[src/rtl/approx_eval_pkg.sv]
// Shared types and default widths for the approximate-adder error monitors.
package approx_eval_pkg;

  typedef enum logic [1:0] {
    IDLE  = 2'd0,
    RUN   = 2'd1,
    DRAIN = 2'd2,
    DONE  = 2'd3
  } mon_state_t;

  localparam int W     = 8;
  localparam int CNT_W = 17;
  localparam int SUM_W = CNT_W + W + 1;

endpackage

[src/rtl/approx_err_calc.sv]
// Exact sum of two W-bit operands and its absolute distance from an approximate result.
module approx_err_calc #(
  parameter int W = 8
) (
  input  logic [W-1:0] in1,
  input  logic [W-1:0] in2,
  input  logic [W:0]   approx_sum,
  output logic [W:0]   exact,
  output logic [W:0]   err
);

  // Exact sum and unsigned absolute error
  always_comb begin
    exact = {1'b0, in1} + {1'b0, in2};
    if (exact >= approx_sum) begin
      err = exact - approx_sum;
    end else begin
      err = approx_sum - exact;
    end
  end

endmodule

[src/rtl/approx_add_err_monitor.sv]
// Error-statistics stage for an approximate W-bit adder: two-stage pipeline
// (error calc, then accumulate) under a run/drain/done controller.
module approx_add_err_monitor #(
  parameter int W     = approx_eval_pkg::W,
  parameter int CNT_W = approx_eval_pkg::CNT_W,
  parameter int SUM_W = CNT_W + W + 1
) (
  input  logic             clk,
  input  logic             rst_n,
  input  logic             start,
  input  logic [CNT_W-1:0] n_samples,
  input  logic             in_valid,
  output logic             in_ready,
  input  logic [W-1:0]     in1,
  input  logic [W-1:0]     in2,
  input  logic [W:0]       approx_sum,
  output logic             busy,
  output logic             done,
  output logic [CNT_W-1:0] sample_cnt,
  output logic [SUM_W-1:0] err_sum,
  output logic [W:0]       err_max,
  output logic [W-1:0]     err_max_in1,
  output logic [W-1:0]     err_max_in2,
  output logic [CNT_W-1:0] err_cnt
);
  import approx_eval_pkg::*;

  mon_state_t       state_r, state_nx;
  logic [CNT_W-1:0] n_lat_r, acc_r;
  logic             s1_valid_r;
  logic [W:0]       s1_err_r;
  logic [W-1:0]     s1_in1_r, s1_in2_r;
  logic [W:0]       exact_s, err_s;
  logic             hs_s, last_s, start_acc_s;

  approx_err_calc #(.W(W)) u_calc (
    .in1        (in1),
    .in2        (in2),
    .approx_sum (approx_sum),
    .exact      (exact_s),
    .err        (err_s)
  );

  assign in_ready    = (state_r == RUN) && (acc_r != n_lat_r);
  assign hs_s        = in_valid && in_ready;
  assign last_s      = (acc_r + CNT_W'(1)) == n_lat_r;
  assign start_acc_s = start && ((state_r == IDLE) || (state_r == DONE));
  assign busy        = (state_r == RUN) || (state_r == DRAIN);
  assign done        = (state_r == DONE);

  // Next-state logic
  always_comb begin
    state_nx = state_r;
    case (state_r)
      IDLE, DONE: begin
        if (start) begin
          state_nx = (n_samples == '0) ? DONE : RUN;
        end else begin
          state_nx = state_r;
        end
      end
      RUN: begin
        if (hs_s && last_s) begin
          state_nx = DRAIN;
        end else begin
          state_nx = RUN;
        end
      end
      DRAIN: begin
        if (!s1_valid_r) begin
          state_nx = DONE;
        end else begin
          state_nx = DRAIN;
        end
      end
      default: state_nx = IDLE;
    endcase
  end

  // State register
  always_ff @(posedge clk or negedge rst_n) begin
    if (!rst_n) begin
      state_r <= IDLE;
    end else begin
      state_r <= state_nx;
    end
  end

  // Pipeline stages, beat counter and statistics accumulators
  always_ff @(posedge clk or negedge rst_n) begin
    if (!rst_n) begin
      n_lat_r     <= '0;
      acc_r       <= '0;
      s1_valid_r  <= 1'b0;
      s1_err_r    <= '0;
      s1_in1_r    <= '0;
      s1_in2_r    <= '0;
      sample_cnt  <= '0;
      err_sum     <= '0;
      err_max     <= '0;
      err_max_in1 <= '0;
      err_max_in2 <= '0;
      err_cnt     <= '0;
    end else begin
      s1_valid_r <= hs_s;
      if (hs_s) begin
        s1_err_r <= err_s;
        s1_in1_r <= in1;
        s1_in2_r <= in2;
        acc_r    <= acc_r + CNT_W'(1);
      end
      if (start_acc_s) begin
        n_lat_r     <= n_samples;
        acc_r       <= '0;
        sample_cnt  <= '0;
        err_sum     <= '0;
        err_max     <= '0;
        err_max_in1 <= '0;
        err_max_in2 <= '0;
        err_cnt     <= '0;
      end else if (s1_valid_r) begin
        sample_cnt <= sample_cnt + CNT_W'(1);
        err_sum    <= err_sum + SUM_W'(s1_err_r);
        if (s1_err_r != '0) begin
          err_cnt <= err_cnt + CNT_W'(1);
        end
        // Strict compare: a tie keeps the first sample's operands
        if (s1_err_r > err_max) begin
          err_max     <= s1_err_r;
          err_max_in1 <= s1_in1_r;
          err_max_in2 <= s1_in2_r;
        end
      end
    end
  end

endmodule

[config.mk]
export PLATFORM = sky130hd
export DESIGN_NAME = approx_add_err_monitor
export DESIGN_NICKNAME = d
export VERILOG_FILES = /design/src/rtl/approx_eval_pkg.sv /design/src/rtl/approx_err_calc.sv /design/src/rtl/approx_add_err_monitor.sv
export SDC_FILE = /design/constraint.sdc
export NUM_CORES = 1
export LEC_CHECK = 0
export BUFFER_PORTS_ARGS = -buffer_cell sky130_fd_sc_hd__buf_2
export CAP_MARGIN = 20
export CORE_MARGIN = 3
export CORE_UTILIZATION = 60
export DETAILED_ROUTE_END_ITERATION = 12
export GPL_TIMING_DRIVEN = 0
export PLACE_DENSITY_LB_ADDON = 0.1
export RECOVER_POWER = 25
export SYNTH_ARGS = -nofsm -noshare
export SYNTH_HDL_FRONTEND = slang
export SYNTH_SLANG_ARGS = --single-unit
[constraint.sdc]
create_clock -name clk -period 4.55 [get_ports clk]
set_input_delay 1.1375 -clock clk [delete_from_list [all_inputs] [get_ports clk]]
set_output_delay 1.1375 -clock clk [all_outputs]
set_load 0.02 [all_outputs]
# Word-level counts from Yosys, hierarchy flattened
# Cells that the tools add are included.
dict set report totals {
  register_bits 147
  latchBits 0
  ram_bits 0
  mem_bits_ro 0
  out_inout_bits 88
  wordCells 68
  memories 0
}
dict set report classes {
  n_addsub 7
  mul 0
  div_mod_pow 0
  n_lt_le_gt_ge 2
  eq_ne 6
  shifts 0
  muxes 24
  bitwise_logic 0
  reduce_logical 16
}
# op n
set op_table {}
lappend op_table {{$mux 17} 7}
lappend op_table {{$mux 26} 2}
lappend op_table {{$add 17x1->17 const B} 3}
lappend op_table {{$mux 8} 6}
lappend op_table {{$mux 9} 4}
lappend op_table {{$add 26x9->26} 1}
lappend op_table {{$sub 9x9->9} 2}
lappend op_table {{$eq 17x17->1} 1}
lappend op_table {{$logic_not 17->1} 1}
lappend op_table {{$ne 17x17->1} 1}
lappend op_table {{$add 8x8->9} 1}
lappend op_table {{$ge 9x9->1} 1}
lappend op_table {{$gt 9x9->1} 1}
lappend op_table {{$reduce_bool 9->1} 1}
lappend op_table {{$reduce_bool 2->1} 4}
lappend op_table {{$mux 2} 3}
lappend op_table {{$pmux 2 s3} 1}
lappend op_table {{$eq 2x2->1 const B} 2}
lappend op_table {{$logic_and 1x1->1} 4}
lappend op_table {{$reduce_and 2->1} 2}
lappend op_table {{$eq 2x1->1 const B} 1}
lappend op_table {{$logic_not 2->1} 1}
lappend op_table {{$logic_or 1x1->1} 2}
lappend op_table {{$ne 2x2->1 const B} 1}
lappend op_table {{2 further kinds} 2}

# Depth between registers and ports, before layout
dict set report logic_depth {
  ltp_word 6
  mapped_depth 15
  ltp_nobuf 15
}

# Modules after synthesis
# A second synthesis with hierarchy kept.
dict set report hier_totals {
  cells_unflattened 933
  area_unflattened_um2 8760.9
}
# module n_inst cells_per_inst area_per_inst_um2 seq_area_each_um2
set by_module_without_submodules {}
lappend by_module_without_submodules {approx_add_err_monitor 1 764 7528.5 3678.5}
lappend by_module_without_submodules {approx_err_calc 1 169 1232.4 0.0}

# Worst setup path before layout
# Ideal clock, no wire load.
dict set report synth_path {
  path_kind {input-to-reg}
  from {input in1[0]}
  to {register s1_err_r[2]}
  arrival_time_ns 4.214
  setup_slack_ns 0.212
  stages 15
  path_buffers 0
  cell_sequence {ha_1 -> fa_1 -> a21o_1 -> a21oi_1 -> o21bai_1 -> a21oi_1 -> xnor2_1 -> ha_1 -> and3_1 -> a41o_1 -> nor2_1 -> a31oi_2 -> mux2i_1 -> xnor2_1 -> mux2_2}
}
dict set report synth_via {
  elab_chain_cells 3
  elab_cells_between_ends 5
}
# item line
set synth_rtl {}
lappend synth_rtl {{start: declaration} approx_add_err_monitor.sv:14} ;# input logic [W-1:0] in1,
lappend synth_rtl {{$add 8x8->9 *} approx_err_calc.sv:14} ;# exact = {1'b0, in1} + {1'b0, in2};
lappend synth_rtl {{$sub 9x9->9, or another cell as far along} approx_err_calc.sv:18} ;# err = approx_sum - exact;
lappend synth_rtl {{$mux 9 *} approx_err_calc.sv:15} ;# if (exact >= approx_sum) begin
lappend synth_rtl {{end signal: assignment} approx_add_err_monitor.sv:107} ;# s1_err_r <= err_s;
lappend synth_rtl {{end: declaration} approx_add_err_monitor.sv:31} ;# logic [W:0] s1_err_r;
# Every way passes the cells marked *; elsewhere a longest branch is shown, timed or not.
# A chain may end at the register's enable or synchronous reset.

# Worst setup path in the final report
# Ends and elaborated chain as after synthesis.

==> load_flow_metrics.sql <==
INSERT INTO impl_metrics (metric_group, metric, value, unit) VALUES
('place', 'pre_cts_ws', '-0.276', 'ns'),
('clocking', 'cts_root_buf', 'clkbuf_16', ''),
('die', 'die_width', '125', 'um'),
('drt', 'drtIter0Drc', '618', ''),
('clocking', 'htree_num_levels', '4', ''),
('power', 'peakVddDrop', '0.000332', 'V'),
('die', 'dieHeight', '125', 'um'),
('timing', 'timing.final.hold_violations', '0', ''),
('drt', 'route.detailed.wl_per_inst', '16.5', 'um'),
('timing', 'fin_crit', '4.28', 'ns'),
('final_layout', 'drive_gt1_share', '19.2', '%'),
('critical_path', 'worst_reg_to_reg_cells', '10', ''),
('synthesis', 'synth_enable_flop_cells', '0', ''),
('power', 'pwr_density_cell', '593', 'nW/um^2'),
('drt', 'post_route_wl', '20.6', 'mm'),
('synthesis', 'complex_gate_fraction_of_the_synthesized_area', '9.80', '%'),
('final_layout', 'finish.instance_area', '10100', 'um^2'),
('synthesis', 'synth_top_family_by_area', 'simple AND/OR/NAND/NOR gates', ''),
('clocking', 'worstSkewPairLatency', '0.42', 'ns'),
('global_route', 'grt_pass1_wl', '33.5', 'mm'),
('synthesis', 'post_synth_instance_area', '8550', 'um^2'),
('timing', 'fin_worst_skew', '0.00824', 'ns'),
('drt', 'drt_drc_violations_left', '0', ''),
('final_layout', 'core_occupancy_in_the_finished_layout', '74.4', '%'),
('place', 'finalWeightedCongestion', '0.905', ''),
('die', 'top_level_ports', '134', ''),
('timing', 'final.period_utilization', '94.1', '%'),
('timing', 'worst_hold_slack', '0.508', 'ns'),
('final_layout', 'area_delta_synth_final', '18.1', '%'),
('critical_path', 'cp.arrival', '4.59', 'ns'),
('place', 'dpl_cell_area', '9470', 'um^2'),
('clocking', 'numClockSinks', '147', ''),
('synthesis', 'synth_xor_xnor_area_share', '9.84', '%'),
('min_path', 'hold_path_class', 'reg2reg', ''),
('die', 'initial_utilization', '63.0', '%'),
('final_layout', 'final_common_cell', 'dfrtp_1', ''),
('critical_path', 'endpoint_kind', 'register', ''),
('synthesis', 'synthSimpleGateAreaFrac', '18.6', '%'),
('synthesis', 'synthAdderAreaFrac', '8.11', '%'),
('global_route', 'grt_overflow', '0', ''),
('critical_path', 'worst-setup-path-type', 'in2reg', ''),
('drt', 'router_iterations_before_antenna_repair', '6', ''),
('clocking', 'register_clock_pin_slew_on_the_reported_worst_setup_and_hold_paths', '0.06', 'ns'),
('status', 'violations', 'max-capacitance violations, max-slew violations', ''),
('place', 'number_of_buffers_added_on_ports', '133', ''),
('synthesis', 'async_flop_share', '100', '%'),
('timing', 'worst_slew_margin_rel', '-96.3', '%'),
('timing', 'worst_slack', '0.267', 'ns'),
('synthesis', 'postSynthAreaPerCell', '9.43', 'um^2'),
('critical_path', 'critPathMaxFanout', '8', ''),
('power', 'total_leakage_power', '5.17', 'nW'),
('drt', 'route.antenna.remaining_nets', '0', ''),
('place', 'dp_hpwl', '15.0', 'mm'),
('critical_path', 'crit_path_start_kind', 'input port', ''),
('final_layout', 'fill_cells', '1025', ''),
('status', 'outcome', 'finished with violations', ''),
('synthesis', 'synthFlopType', 'dfrtp_1', ''),
('synthesis', 'synth_seq_area_share', '43.0', '%'),
('die', 'fp.coreArea', '13600', 'um^2'),
('job', 'drv_cap', '1', ''),
('synthesis', 'ys_warn_count', '0', ''),
('drt', 'dr_total_vias', '7172', ''),
('global_route', 'antenna_violations_before_repair', '0', ''),
('drt', 'detail_route.vias_per_cell', '5.75', ''),
('critical_path', 'crit_path_start', 'in1[0]', ''),
('synthesis', 'synth.net_count', '1005', ''),
('synthesis', 'synthMuxAreaShare', '6.81', '%'),
('critical_path', 'timing.rr.end', 'err_sum[14]', ''),
('clocking', 'cts_hold_repair.buffers', '0', ''),
('timing', 'pins_over_their_slew_limit', '53', ''),
('timing', 'clock.fmax', '233', 'MHz');
## metrics by stage
step	cells	setup TNS (ns)	total power, mW
6_report	1248	0	5.98
4_1_cts	1248	0	5.99
3_3_place_gp	1215	-1.07	4.42
3_5_place_dp	1216	-1.27	4.48
5_1_grt	1248	0	6.37
2_1_floorplan	906	0	3.76
## power breakdown
group          leakage (nW)  internal, mW  switching [mW]
Clock                 0.301         0.882           0.605
Sequential             1.92          1.66           0.327
Combinational          2.95          1.02            1.49
## worst max-delay path, stage by stage
cell      delay, ns
buf_2          0.12
ha_1           0.22
fa_1           0.40
a21o_1         0.19
a21oi_1        0.23
o21bai_1       0.10
a21oi_1        0.23
xnor2_1        0.12
ha_1           0.40
and3_1         0.21
a41o_1         0.21
nor2_1         0.08
a31oi_4        0.35
mux2i_1        0.27
xnor2_1        0.09
mux2_2         0.26
## cell type report
class                   instances  area (um^2)  area share (%)
well taps                     176          220            2.18
plain buffers                  33          141            1.40
repair buffers                134          692            6.86
inverters                      49          184            1.82
multi-input cells             677         4550            45.1
flip-flops and latches        147         3680            36.5
clock buffers                  17          425            4.22
clock inverters                15          196            1.95
## cell usage after synthesis, drive strengths merged (3+ instances only)
library cell,count,share of area (%)
dfrtp,147,43
nor2,115,5.1
nand2,96,4.2
xor2,57,5.8
ha,49,7.2
inv,49,2.2
a21oi,47,2.8
mux2i,39,4.6
xnor2,39,4.0
o21ai,35,2.0
clkbuf,20,0.88
mux2,17,2.2
nand4,17,1.2
nand3,16,1.0
and3,15,1.2
nor3,15,0.88
buf,13,0.78
or3,12,0.88
a21o,11,0.97
nor4,9,0.66
and4,8,0.91
nor2b,8,0.59
a31oi,6,0.51
and2,6,0.44
nand2b,6,0.44
o2111ai,6,0.61
o21a,5,0.44
fa,4,0.94
o211ai,4,0.35
o22ai,4,0.29
a211o,3,0.31
a221o,3,0.35
o21bai,3,0.26
o31ai,3,0.26
or2,3,0.22
or4,3,0.26
## cell families (layout without fill, tap and decap cells)
kind of cell,Yosys count,in the layout
and+or+nand+nor,336,336
DFF,147,147
AOI/OAI and AO/OA,136,136
xor gates and xnor gates,96,96
buffers and inverters,82,248
muxes,56,56
adders and majority gates,53,53
## registers in the layout, summed over array words and instances (netlist names)
signal,cells
sample_cnt,17
acc_r,17
err_cnt,17
state_r,2
s1_valid_r,1
s1_err_r,9
err_max_in2,8
n_lat_r,17
err_max_in1,8
err_max,9
s1_in2_r,8
err_sum,26
s1_in1_r,8
## timing repair
item	4_1_cts	5_1_grt
hold endpoints to repair	0	0
gates resized for setup	0	1
endpoints found under the setup margin	0	5
setup buffers	0	0
## worst min path at each step
stage / to / depth (start not counted) / slack, ns
4_1_cts: n_lat_r[7] / 2 / 0.51
5_1_grt: s1_in2_r[0] / 1 / 0.52
6_report: s1_in1_r[1] / 1 / 0.51
3_5_place_dp: n_lat_r[7] / 2 / 0.49
2_1_floorplan: n_lat_r[0] / 2 / 0.47
3_3_place_gp: n_lat_r[7] / 2 / 0.48
## routing by layer
| layer | GRT usage [%] | wire (um) | vias up |
|---|---|---|---|
| met2 | 43.9 | 10200 | 234 |
| met1 | 34.3 | 9020 | 3494 |
| met3 | 5.67 | 1190 | 27 |
| met5 | 0 | 0 | - |
| li1 | - | - | 3417 |
| met4 | 6.89 | 282 | 0 |
No activity file was read; power rests on OpenSTA's default activity.
